### config.mk
export PLATFORM = sky130hd
export DESIGN_NAME = pipelined_adder
export DESIGN_NICKNAME = d
export VERILOG_FILES = /design/src/rtl/pipelined_adder.sv
export SDC_FILE = /design/constraint.sdc
export NUM_CORES = 1
export LEC_CHECK = 0
export ABC_AREA = 1
export ABC_CLOCK_PERIOD_IN_PS = 4300
export CAP_MARGIN = 0
export CORE_ASPECT_RATIO = 2
export CORE_MARGIN = 3
export CORE_UTILIZATION = 50
export DETAILED_ROUTE_END_ITERATION = 16
export GPL_ROUTABILITY_DRIVEN = 0
export PLACE_DENSITY = 0.84
export SYNTH_ARGS = -nofsm -noshare
export SYNTH_HDL_FRONTEND = slang
export SYNTH_SLANG_ARGS = --single-unit
### constraint.sdc
create_clock -name clk -period 4.3 [get_ports clk]
set_clock_uncertainty 0.05 [all_clocks]
set_input_delay 0.645 -clock clk [delete_from_list [all_inputs] [get_ports clk]]
set_output_delay 0.645 -clock clk [all_outputs]
set_load 0.05 [all_outputs]
### src/rtl/pipelined_adder.sv
// Segmented carry-chain adder/subtractor: one SEG-bit slice per pipeline stage,
// with a valid/ready handshake that stalls the whole pipe on output backpressure.
module pipelined_adder #(
  parameter int unsigned WIDTH  = 32,
  parameter int unsigned STAGES = 4   // WIDTH must be a multiple of STAGES
) (
  input  logic             clk,
  input  logic             rst,
  input  logic             in_valid,
  output logic             in_ready,
  input  logic [WIDTH-1:0] a,
  input  logic [WIDTH-1:0] b,
  input  logic             cin,
  input  logic             sub,
  output logic             out_valid,
  input  logic             out_ready,
  output logic [WIDTH-1:0] sum,
  output logic             cout,
  output logic             ovf,
  output logic             zero
);

  localparam int unsigned SEG = WIDTH / STAGES;

  logic advance;

  assign advance  = ~out_valid | out_ready;
  assign in_ready = advance;

  for (genvar k = 0; k < STAGES; k++) begin : g_stage
    localparam int unsigned LO  = k * SEG;
    localparam int unsigned REM = WIDTH - LO;

    logic             v_i;
    logic             c_i;
    logic [REM-1:0]   a_i;
    logic [REM-1:0]   b_i;
    logic [SEG:0]     seg_sum;
    logic [LO+SEG-1:0] res_d;

    assign seg_sum = {1'b0, a_i[SEG-1:0]} + {1'b0, b_i[SEG-1:0]} + {{SEG{1'b0}}, c_i};

    // Subtraction is folded into stage 0 by inverting b and the carry-in once;
    // later stages only see the already-inverted operand slices.
    if (k == 0) begin : g_src
      assign v_i   = in_valid;
      assign c_i   = cin ^ sub;
      assign a_i   = a;
      assign b_i   = b ^ {WIDTH{sub}};
      assign res_d = seg_sum[SEG-1:0];
    end else begin : g_src
      assign v_i   = g_stage[k-1].g_mid.v_q;
      assign c_i   = g_stage[k-1].g_mid.c_q;
      assign a_i   = g_stage[k-1].g_mid.a_q;
      assign b_i   = g_stage[k-1].g_mid.b_q;
      assign res_d = {seg_sum[SEG-1:0], g_stage[k-1].g_mid.res_q};
    end

    if (k < STAGES - 1) begin : g_mid
      // Only the not-yet-added operand slices travel on; finished result slices accumulate.
      logic                v_q;
      logic                c_q;
      logic [LO+SEG-1:0]   res_q;
      logic [REM-SEG-1:0]  a_q;
      logic [REM-SEG-1:0]  b_q;

      always_ff @(posedge clk) begin
        if (rst) begin
          v_q   <= 1'b0;
          c_q   <= 1'b0;
          res_q <= '0;
          a_q   <= '0;
          b_q   <= '0;
        end else if (advance) begin
          v_q   <= v_i;
          c_q   <= seg_sum[SEG];
          res_q <= res_d;
          a_q   <= a_i[REM-1:SEG];
          b_q   <= b_i[REM-1:SEG];
        end
      end
    end else begin : g_out
      logic msb_carry;

      // Carry into the MSB recovered from the MSB sum bit and its two operand bits.
      assign msb_carry = a_i[SEG-1] ^ b_i[SEG-1] ^ seg_sum[SEG-1];

      always_ff @(posedge clk) begin
        if (rst) begin
          out_valid <= 1'b0;
          sum       <= '0;
          cout      <= 1'b0;
          ovf       <= 1'b0;
          zero      <= 1'b0;
        end else if (advance) begin
          out_valid <= v_i;
          sum       <= res_d;
          cout      <= seg_sum[SEG];
          ovf       <= seg_sum[SEG] ^ msb_carry;
          zero      <= (res_d == '0);
        end
      end
    end
  end

endmodule

== After elaboration in Yosys (flattened, before gate mapping) ==
Index checks and enable logic that the tools add are counted.

* Flip-flop bits (word level): 186
* Word-level logic and storage cells: 36

* $add $sub $neg: 8
* Reduce and logical (&&, ||, !) cells: 1
* Bitwise gates (word level): 7

{| class="wikitable"
|+ Operator list
! cell !! count
|-
| $add 8x8->9 || 4
|-
| $add 9x1->9 || 4
|-
| $logic_not 32->1 || 1
|-
| $xor 32x32->32 || 1
|-
| $xor 1x1->1 || 4
|-
| $not 1->1 || 1
|-
| $or 1x1->1 || 1
|}

== Depth between registers and ports, before layout ==
Gate-level depths: netlist (run 1).

* Depth after elaboration: 4
* Depth in mapped cells: 15
* Gate-level depth less buffers: 14

== Least setup slack after synthesis (run 1) ==
No wires, ideal clock.

* Path type: input port to flip-flop
* Start: input sub
* End: register g_stage[0].g_mid.res_q[6]
* Setup slack: 1.518 ns
* Path buffers: 2
* Arrival time: 2.615 ns
* Cell stages on the path: 15
* Cells stage by stage: buf_2 -> buf_2 -> xor2_1 -> fa_1 -> fa_1 -> nand3_1 -> nand3_1 -> nand2_1 -> nand2_1 -> nand2_1 -> nand2_1 -> nand2_1 -> nand3_1 -> o211ai_1 -> inv_1

* Cells in the longest elaborated chain, start to end: 3
* Elaborated cells between the ends (all ways): 4
* Those cells by class: 2 x add/sub; 2 x bitwise

{| class="wikitable"
|+ Ends and longest elaborated chain
! what !! RTL line !! source
|-
| start: declaration || 14 || <nowiki>input logic sub,</nowiki>
|-
| $xor 32x32->32 || 49 || <nowiki>assign b_i = b ^ {WIDTH{sub}};</nowiki>
|-
| $add 8x8->9 || 41 || <nowiki>assign seg_sum = {1'b0, a_i[SEG-1:0]} + {1'b0, b_i[SEG-1:0]} + {{SEG{1'b0}}, c_i};</nowiki>
|-
| $add 9x1->9 * || 41 ||
|-
| end signal: assignment || 77 || <nowiki>res_q <= res_d;</nowiki>
|-
| end: declaration || 63 || <nowiki>logic [LO+SEG-1:0] res_q;</nowiki>
|}

Every way passes the cells marked *; elsewhere a longest branch is shown, timed or not.
A chain may end at the register's enable or synchronous reset.

== Final worst setup path (run 1) ==
* Start: input out_ready
* End: output in_ready

* Cells in the longest elaborated chain, start to end: 1

{| class="wikitable"
|+ Ends and longest elaborated chain
! what !! RTL line !! source
|-
| start: declaration || 16 || <nowiki>input logic out_ready,</nowiki>
|-
| $or 1x1->1 || 27 || <nowiki>assign advance = ~out_valid | out_ready;</nowiki>
|-
| end: declaration || 10 || <nowiki>output logic in_ready,</nowiki>
|}

No other way between the ends.

==> key figures, run 1 <==
Yosys
  – Net Count, Synth: between 1,000 and 1,500
  – Post-synth top cells: nor2_1 (214), dfxtp_1 (186), o21ai_0 (158)
  – Post-synth EDFFs: 0
  – Cell Area, Synth: between 8000 and 9000 um^2
  – FFs w/ async S/R, synth: 0
  – Most common cell in the synthesized netlist: nor2_1
  – Seq/Total Area, Yosys: 0.456
  – Mapped Cells: ~1,000
  – Synth top area cells: dfxtp_1 (46%), nor2_1 (9.8%), o21ai_0 (9.7%), a21oi_1 (4.9%), nand2_1 (4.5%)
  – #FFs+latches synth: 186
  – Post-synth top flop: dfxtp_1
  – Largest area contributor in the synthesized netlist: dfxtp_1
  – Synth Area per Inst: between 7 and 8 um^2
  – YS warnings: 0
  – Synth top area share: 0.456
  – Netlist cell types: 26

Clock tree
  – Worst-Skew Late Latency: about 420 ps
  – CTS tree: yes
  – CTS resizes: 0
  – Clock Root Buffer: clkbuf_16
  – Htree depth: 4
  – Setup Buffers After CTS: 0
  – CTS clk-pin slew, worst paths: approximately 80 ps
  – Clk sinks: 186
  – CTS Hold Bufs: 0
  – Clk buf depth: 2
  – Total CTS buffers: 17

Power
  – Peak supply drop: approximately 0.00028 V
  – PwrDens: roughly 430 nW/um^2
  – Flop pwr share: 0.468
  – Comb pwr share: 0.153
  – Net Sw Frac: 0.271
  – Part of the power in the clock network: 0.379
  – Leak: about 4.2 nW
  – Cell internal pwr: between 0.003 and 0.004 W
  – Sw Pwr: around 0.0011 W

Die
  – Starting density of the core: 0.515
  – I/O Pins: 107
  – Die Ht: roughly 190 um
  – Die area: 18,000 um^2
  – Placeable Area: 15,900 um^2
  – Row Count: 65
  – Chip width: between 90 and 100 um

Routing
  – DRT Wirelength: 18.2 mm
  – DR iter-0 viols: ~570
  – First-pass DRT Iterations: 5
  – Routed vias: 6,893
  – Remaining DRCs: 0
  – Wire length per cell: about 14 um
  – Vias per cell: approximately 5.2
  – DRT antenna net count: 0

Min path
  – Worst Hold Class: reg -> reg
  – Hold depth: 2

Timing
  – Final Hold Fails: 0
  – Fin crit period: roughly 3300 ps
  – F_max: 308 MHz
  – Slew HR: 0.327
  – Slew Viols, Final: 0
  – Total Neg Setup Slack: 0 ps
  – RSZ-0062 raised after global routing: no
  – Period utilization: 0.756
  – Final Setup Violations: 0
  – WHS: between 300 and 400 ps
  – Worst-Margin Slew: between 1000 and 1500 ps

Setup path
  – Required @ worst endpoint: about 3600 ps
  – Crit end category: output port
  – R2R depth: 8
  – CP Launch Type: input port
  – Critical path class: in -> out
  – Crit Path Max Fanout: 62
  – Arr. time, crit path: between 2000 and 3000 ps

Layout
  – Nets: approximately 1,200
  – Layout cells sized above 1: 0.0339
  – Final non-filler cell area: between 9000 and 10,000 um^2
  – Non-Filler Instances: 1,324
  – Fillers: 1,358
  – P&R area growth vs syn: 19.3%

Placed design
  – Inst Count DP: 1,291
  – Port bufs: roughly 110
  – Area of placed instances: 9140 um^2
  – Post-detail-place hpwl: 12.0 mm

Global route
  – First-pass GRT wire length: approximately 30 mm
  – All-Layer GR Usage: 0.209
  – Largest net degree at the start of global routing: about 170
  – Initial antenna violation count: 1
  – Vias in the first global route: around 6,500
  – GRT overflow: 0

Status
  – Status: finished, final reports clean

Flow run
  – Max cap viols: 0
critical path: stages:
cell             delay, ps
clkdlybuf4s50_1        460
or2_4                  520
clkdlybuf4s50_1        920
power groups by stage:
stage	combinational, W	clock (W)	sequential (W)
6_report	0.000636	0.00157	0.00194
5_1_grt	0.000717	0.00166	0.00195
4_1_cts	0.000638	0.00159	0.00194
3_5_place_dp	0.000629	0	0.00198
3_3_place_gp	0.000616	0	0.00197
2_1_floorplan	0.000378	0	0.00202
layout by cell type, fill, tap and decap left out, types with 2 or more instances in the layout:
cell type / synthesis / final
a21oi_1: 80 / 80
a31oi_1: 2 / 2
buf_12: 0 / 2
bufinv_16: 0 / 2
clkbuf_16: 0 / 17
clkdlybuf4s50_1: 0 / 105
clkinv_4: 0 / 2
clkinvlp_4: 0 / 3
dfxtp_1: 186 / 186
fa_1: 8 / 8
ha_1: 28 / 28
inv_1: 80 / 79
inv_6: 1 / 6
nand2_1: 98 / 98
nand3_1: 29 / 29
nand3b_1: 4 / 4
nand4_1: 3 / 3
nor2_1: 214 / 214
nor3_1: 3 / 3
o211ai_1: 8 / 8
o21ai_0: 158 / 158
o21ai_1: 22 / 22
o21bai_1: 9 / 9
or2_1: 3 / 2
xnor2_1: 29 / 29
xor2_1: 15 / 15
worst paths after layout:
path         slack (ps)                        to                     start
max                1050                  in_ready                 out_ready
min                 400  g_stage[1].g_mid.b_q[11]  g_stage[0].g_mid.b_q[19]
max reg2reg        1980                       ovf                 out_valid
min reg2reg         400  g_stage[1].g_mid.b_q[11]  g_stage[0].g_mid.b_q[19]
flip-flops by register name, summed over array words and instances (netlist names):
signal               cells
g_stage.g_mid.v_q        3
out_valid                1
g_stage.g_mid.b_q       48
g_stage.g_mid.c_q        3
ovf                      1
cout                     1
g_stage.g_mid.res_q     48
zero                     1
sum                     32
g_stage.g_mid.a_q       48
area by class of cell:
cell class	instances	area (um^2)	area share
Sequential cell	186	3720	0.382
Tap cell	201	251	0.0258
Inverter	81	312	0.0320
Antenna cell	1	2.50	0.000257
Multi-Input combinational cell	714	3740	0.384
Clock inverter	13	160	0.0164
Clock buffer	19	443	0.0455
Timing Repair Buffer	109	1100	0.113
per-stage QoR:
step,util,setup WS [ps],total power (W)
6_report,0.614,1050,0.00415
5_1_grt,0.614,962,0.00433
4_1_cts,0.614,1030,0.00417
3_5_place_dp,0.576,1030,0.00260
3_3_place_gp,0.576,1070,0.00259
2_1_floorplan,-,1520,0.00240
cell families (layout without fill, tap and decap cells):
kind of cell | count (synthesis) | after routing | synth area share
AOI/OAI and AO/OA | 279 | 279 | 0.176
DFF | 186 | 186 | 0.456
other | 0 | 1 | 0
and+or+nand+nor | 355 | 355 | 0.172
xor gates and xnor gates | 44 | 44 | 0.0472
buffers and inverters | 146 | 222 | 0.0858
adders and majority gates | 36 | 36 | 0.0625
layer usage:
metal	part of all wire	global-route usage
met5	0	0
met4	0.053	0.117
met3	0.038	0.0307
met2	0.51	0.351
met1	0.39	0.247
No activity file was read; power rests on OpenSTA's default activity.
==> inputs of run 2 (changes only) <==
- ABC_CLOCK_PERIOD_IN_PS: 4300 -> 3200
- clock period: 4.3 -> 3.2 ns (I/O delays scaled with it)
==> run 2 against run 1 <==
  * Clock-buffer cell count is 1 lower
  * Sequential cell count unchanged
  * Largest cell class unchanged
  * Final area increased by 0.62%
  * Register-to-register slack lost 940 ps
  * Non-clock buffer count is 4 higher
  * Via count rose by 0.88%
==> key figures, run 2 (same netlist as run 1, synthesis figures left out) <==
Layout
  – Ant. Diodes: 0 (-1)
  – Final non-filler cell area: 9800 um^2 (+0.62%)
  – P&R area growth vs syn: 20.0%
  – Layout cells sized above 1: 0.0373 (+0.00343)
  – Fillers: 1,369 (+0.81%)
  – Nets: 1,219 (+0.33%)
  – Most common cell after layout, fill and taps aside: nor2_1
  – Largest registers: g_stage.g_mid.a_q x48, g_stage.g_mid.b_q x48, g_stage.g_mid.res_q x48
  – Most frequent cells in the layout: nor2_1 (214), dfxtp_1 (186), o21ai_0 (158)
  – Area occupied by multi-input gates: 3740 um^2 (unchanged)
  – Register area: 3720 um^2 (unchanged)

Timing
  – Slew Viols, Final: 0 (unchanged)
  – Fin crit period: 2570 ps
  – F_max: 389 MHz
  – Setup ws final: 631 ps (-417 ps)
  – Slew HR: 0.431 (+0.104)
  – Total Neg Setup Slack: 0 ps (unchanged)
  – Final Setup Violations: 0 (unchanged)
  – Worst-Margin Slew: 853 ps (-156 ps)
  – WHS: 396 ps (-3.23 ps)
  – RSZ-0062 raised after global routing: no
  – Period utilization: 0.803
  – Final Hold Fails: 0 (unchanged)

Setup path
  – Top Family by Delay on Critical Path: adder cells
  – CP max stage cell: fa_1
  – Critical path class: in -> reg
  – CP Launch Type: input port
  – Most frequent cell on the critical path: nand2_1
  – Arr. time, crit path: 2850 ps (+290 ps)
  – Crit Path Max Fanout: 2 (-97%)
  – WP buf/inv: 2 (unchanged)
  – CP cell instances: clkdlybuf4s50_1 -> xor2_1 -> fa_1 -> fa_1 -> nand3_1 -> nand3_1 -> nand2_1 -> nand2_1 -> nand2_1 -> nand2_1 -> nand2_1 -> nand3_1 -> o211ai_1 -> inv_1
  – CP max stage delay: 440 ps (-480 ps)
  – Crit end category: flop
  – Required @ worst endpoint: 3480 ps (-130 ps)

Die
  – Starting density of the core: 0.515 (unchanged)
  – Die Ht: 187 um (unchanged)
  – Placeable Area: 15,900 um^2 (unchanged)
  – Die area: 18,000 um^2 (unchanged)
  – I/O Pins: 107 (unchanged)
  – Chip width: 96.4 um (unchanged)
  – Row Count: 65 (unchanged)

Flow run
  – Max cap viols: 0 (unchanged)

Clock tree
  – Setup Buffers After CTS: 0 (unchanged)
  – CTS Hold Bufs: 0 (unchanged)
  – Htree depth: 4 (unchanged)
  – CTS tree: yes
  – Total CTS buffers: 17 (unchanged)
  – CTS resizes: 0 (unchanged)
  – Clk buf depth: 2 (unchanged)
  – Clock Root Buffer: clkbuf_16
  – Clk sinks: 186 (unchanged)
  – Worst-Skew Late Latency: 430 ps (about the same)
  – CTS clk-pin slew, worst paths: 70 ps (about the same)

Global route
  – Met3 GRT Util: 0.0359 (+0.00524)
  – Vias in the first global route: 6,380 (-1.8%)
  – GR peak layer: met2
  – M1 GR Usage: 0.237 (-0.0108)
  – Largest net degree at the start of global routing: 230 (+35%)
  – Met2 global-route usage: 0.372 (+0.0210)
  – First-pass GRT wire length: 29.9 mm (-0.52%)
  – GRT overflow: 0 (unchanged)
  – Initial antenna violation count: 1 (unchanged)
  – All-Layer GR Usage: 0.211 (+0.00164)

Routing
  – Wire length per cell: 13.8 um (about the same)
  – Routed vias: 6,954 (+0.88%)
  – First-pass DRT Iterations: 6 (+1)
  – Vias per cell: 5.24 (+0.66%)
  – DRT antenna net count: 0 (unchanged)
  – Remaining DRCs: 0 (unchanged)
  – DRT Wirelength: 18.3 mm (+0.21%)
  – DR iter-0 viols: 499 (-12%)

Status
  – Status: finished, final reports clean

Placed design
  – Port bufs: 106 (unchanged)
  – Post-detail-place hpwl: 12.4 mm (+3.2%)
  – Area of placed instances: 9180 um^2 (+0.47%)
  – Dpl ws: 234 ps (-799 ps)

Min path
  – Worst Hold Class: reg -> reg

Power
  – Peak supply drop: 0.000359 V (+30%)
  – Tot Pwr: 0.00567 W (+37%)
  – PwrDens: 579 nW/um^2 (+36%)
  – Leak: 4.23 nW (+0.94%)
## run 2: cell count changes in the layout (fill, tap and decap cells not counted)
cell,delta
buf_12,+1
buf_4,+3
inv_6,-3
diode_2,-1
clkinv_8,-1
clkbuf_8,-1
clkinv_4,+1
clkinv_2,+3
clkinvlp_4,-1
bufinv_16,+2
## run 2: through the flow
step	instances	utilization
2_1_floorplan	1046	-
3_3_place_gp	1295	0.579
3_5_place_dp	1295	0.579
4_1_cts	1327	0.618
5_1_grt	1327	0.618
6_report	1327	0.618
## run 2: final timing paths
path / depth (start not counted) / endpoint / from / slack (ps)
setup / recovery: 14 / g_stage[0].g_mid.res_q[6] / b[0] / 630
setup reg to reg: 10 / ovf / g_stage[2].g_mid.c_q / 1040
hold reg to reg: 2 / g_stage[1].g_mid.b_q[13] / g_stage[0].g_mid.b_q[21] / 400
hold / removal: 2 / g_stage[1].g_mid.b_q[13] / g_stage[0].g_mid.b_q[21] / 400
## run 2: layer usage
layer | wire (um) | vias up
li1 | - | 3534
met1 | 7120 | 3176
met2 | 9800 | 200
met3 | 636 | 44
met4 | 719 | 0
met5 | 0 | -
## run 2: worst reg2reg max path, cell delays in order (launching register included)
cell and delay, ps:
dfxtp_1 330, fa_1 470, fa_1 450, nand2_1 110, nand3_1 110, nand2_1 90
nand2_1 50, a21oi_1 220, nand2_1 80, nand2_1 60, nor2_1 40
## run 2: power by group
part           leakage (nW)  switching (W)  internal, W
logic                  2.40       0.000499     0.000366
clock network         0.301       0.000890      0.00131
registers              1.53       0.000103      0.00250
total                  4.23        0.00149      0.00418
## run 2: layout make-up
type / instances / area share
multi-input combinational: 714 / 0.382
clock inverter: 14 / 0.0198
timing repair buffer: 113 / 0.117
clock buffer: 18 / 0.0438
inverter: 81 / 0.0318
sequential: 186 / 0.380
tap: 201 / 0.0257
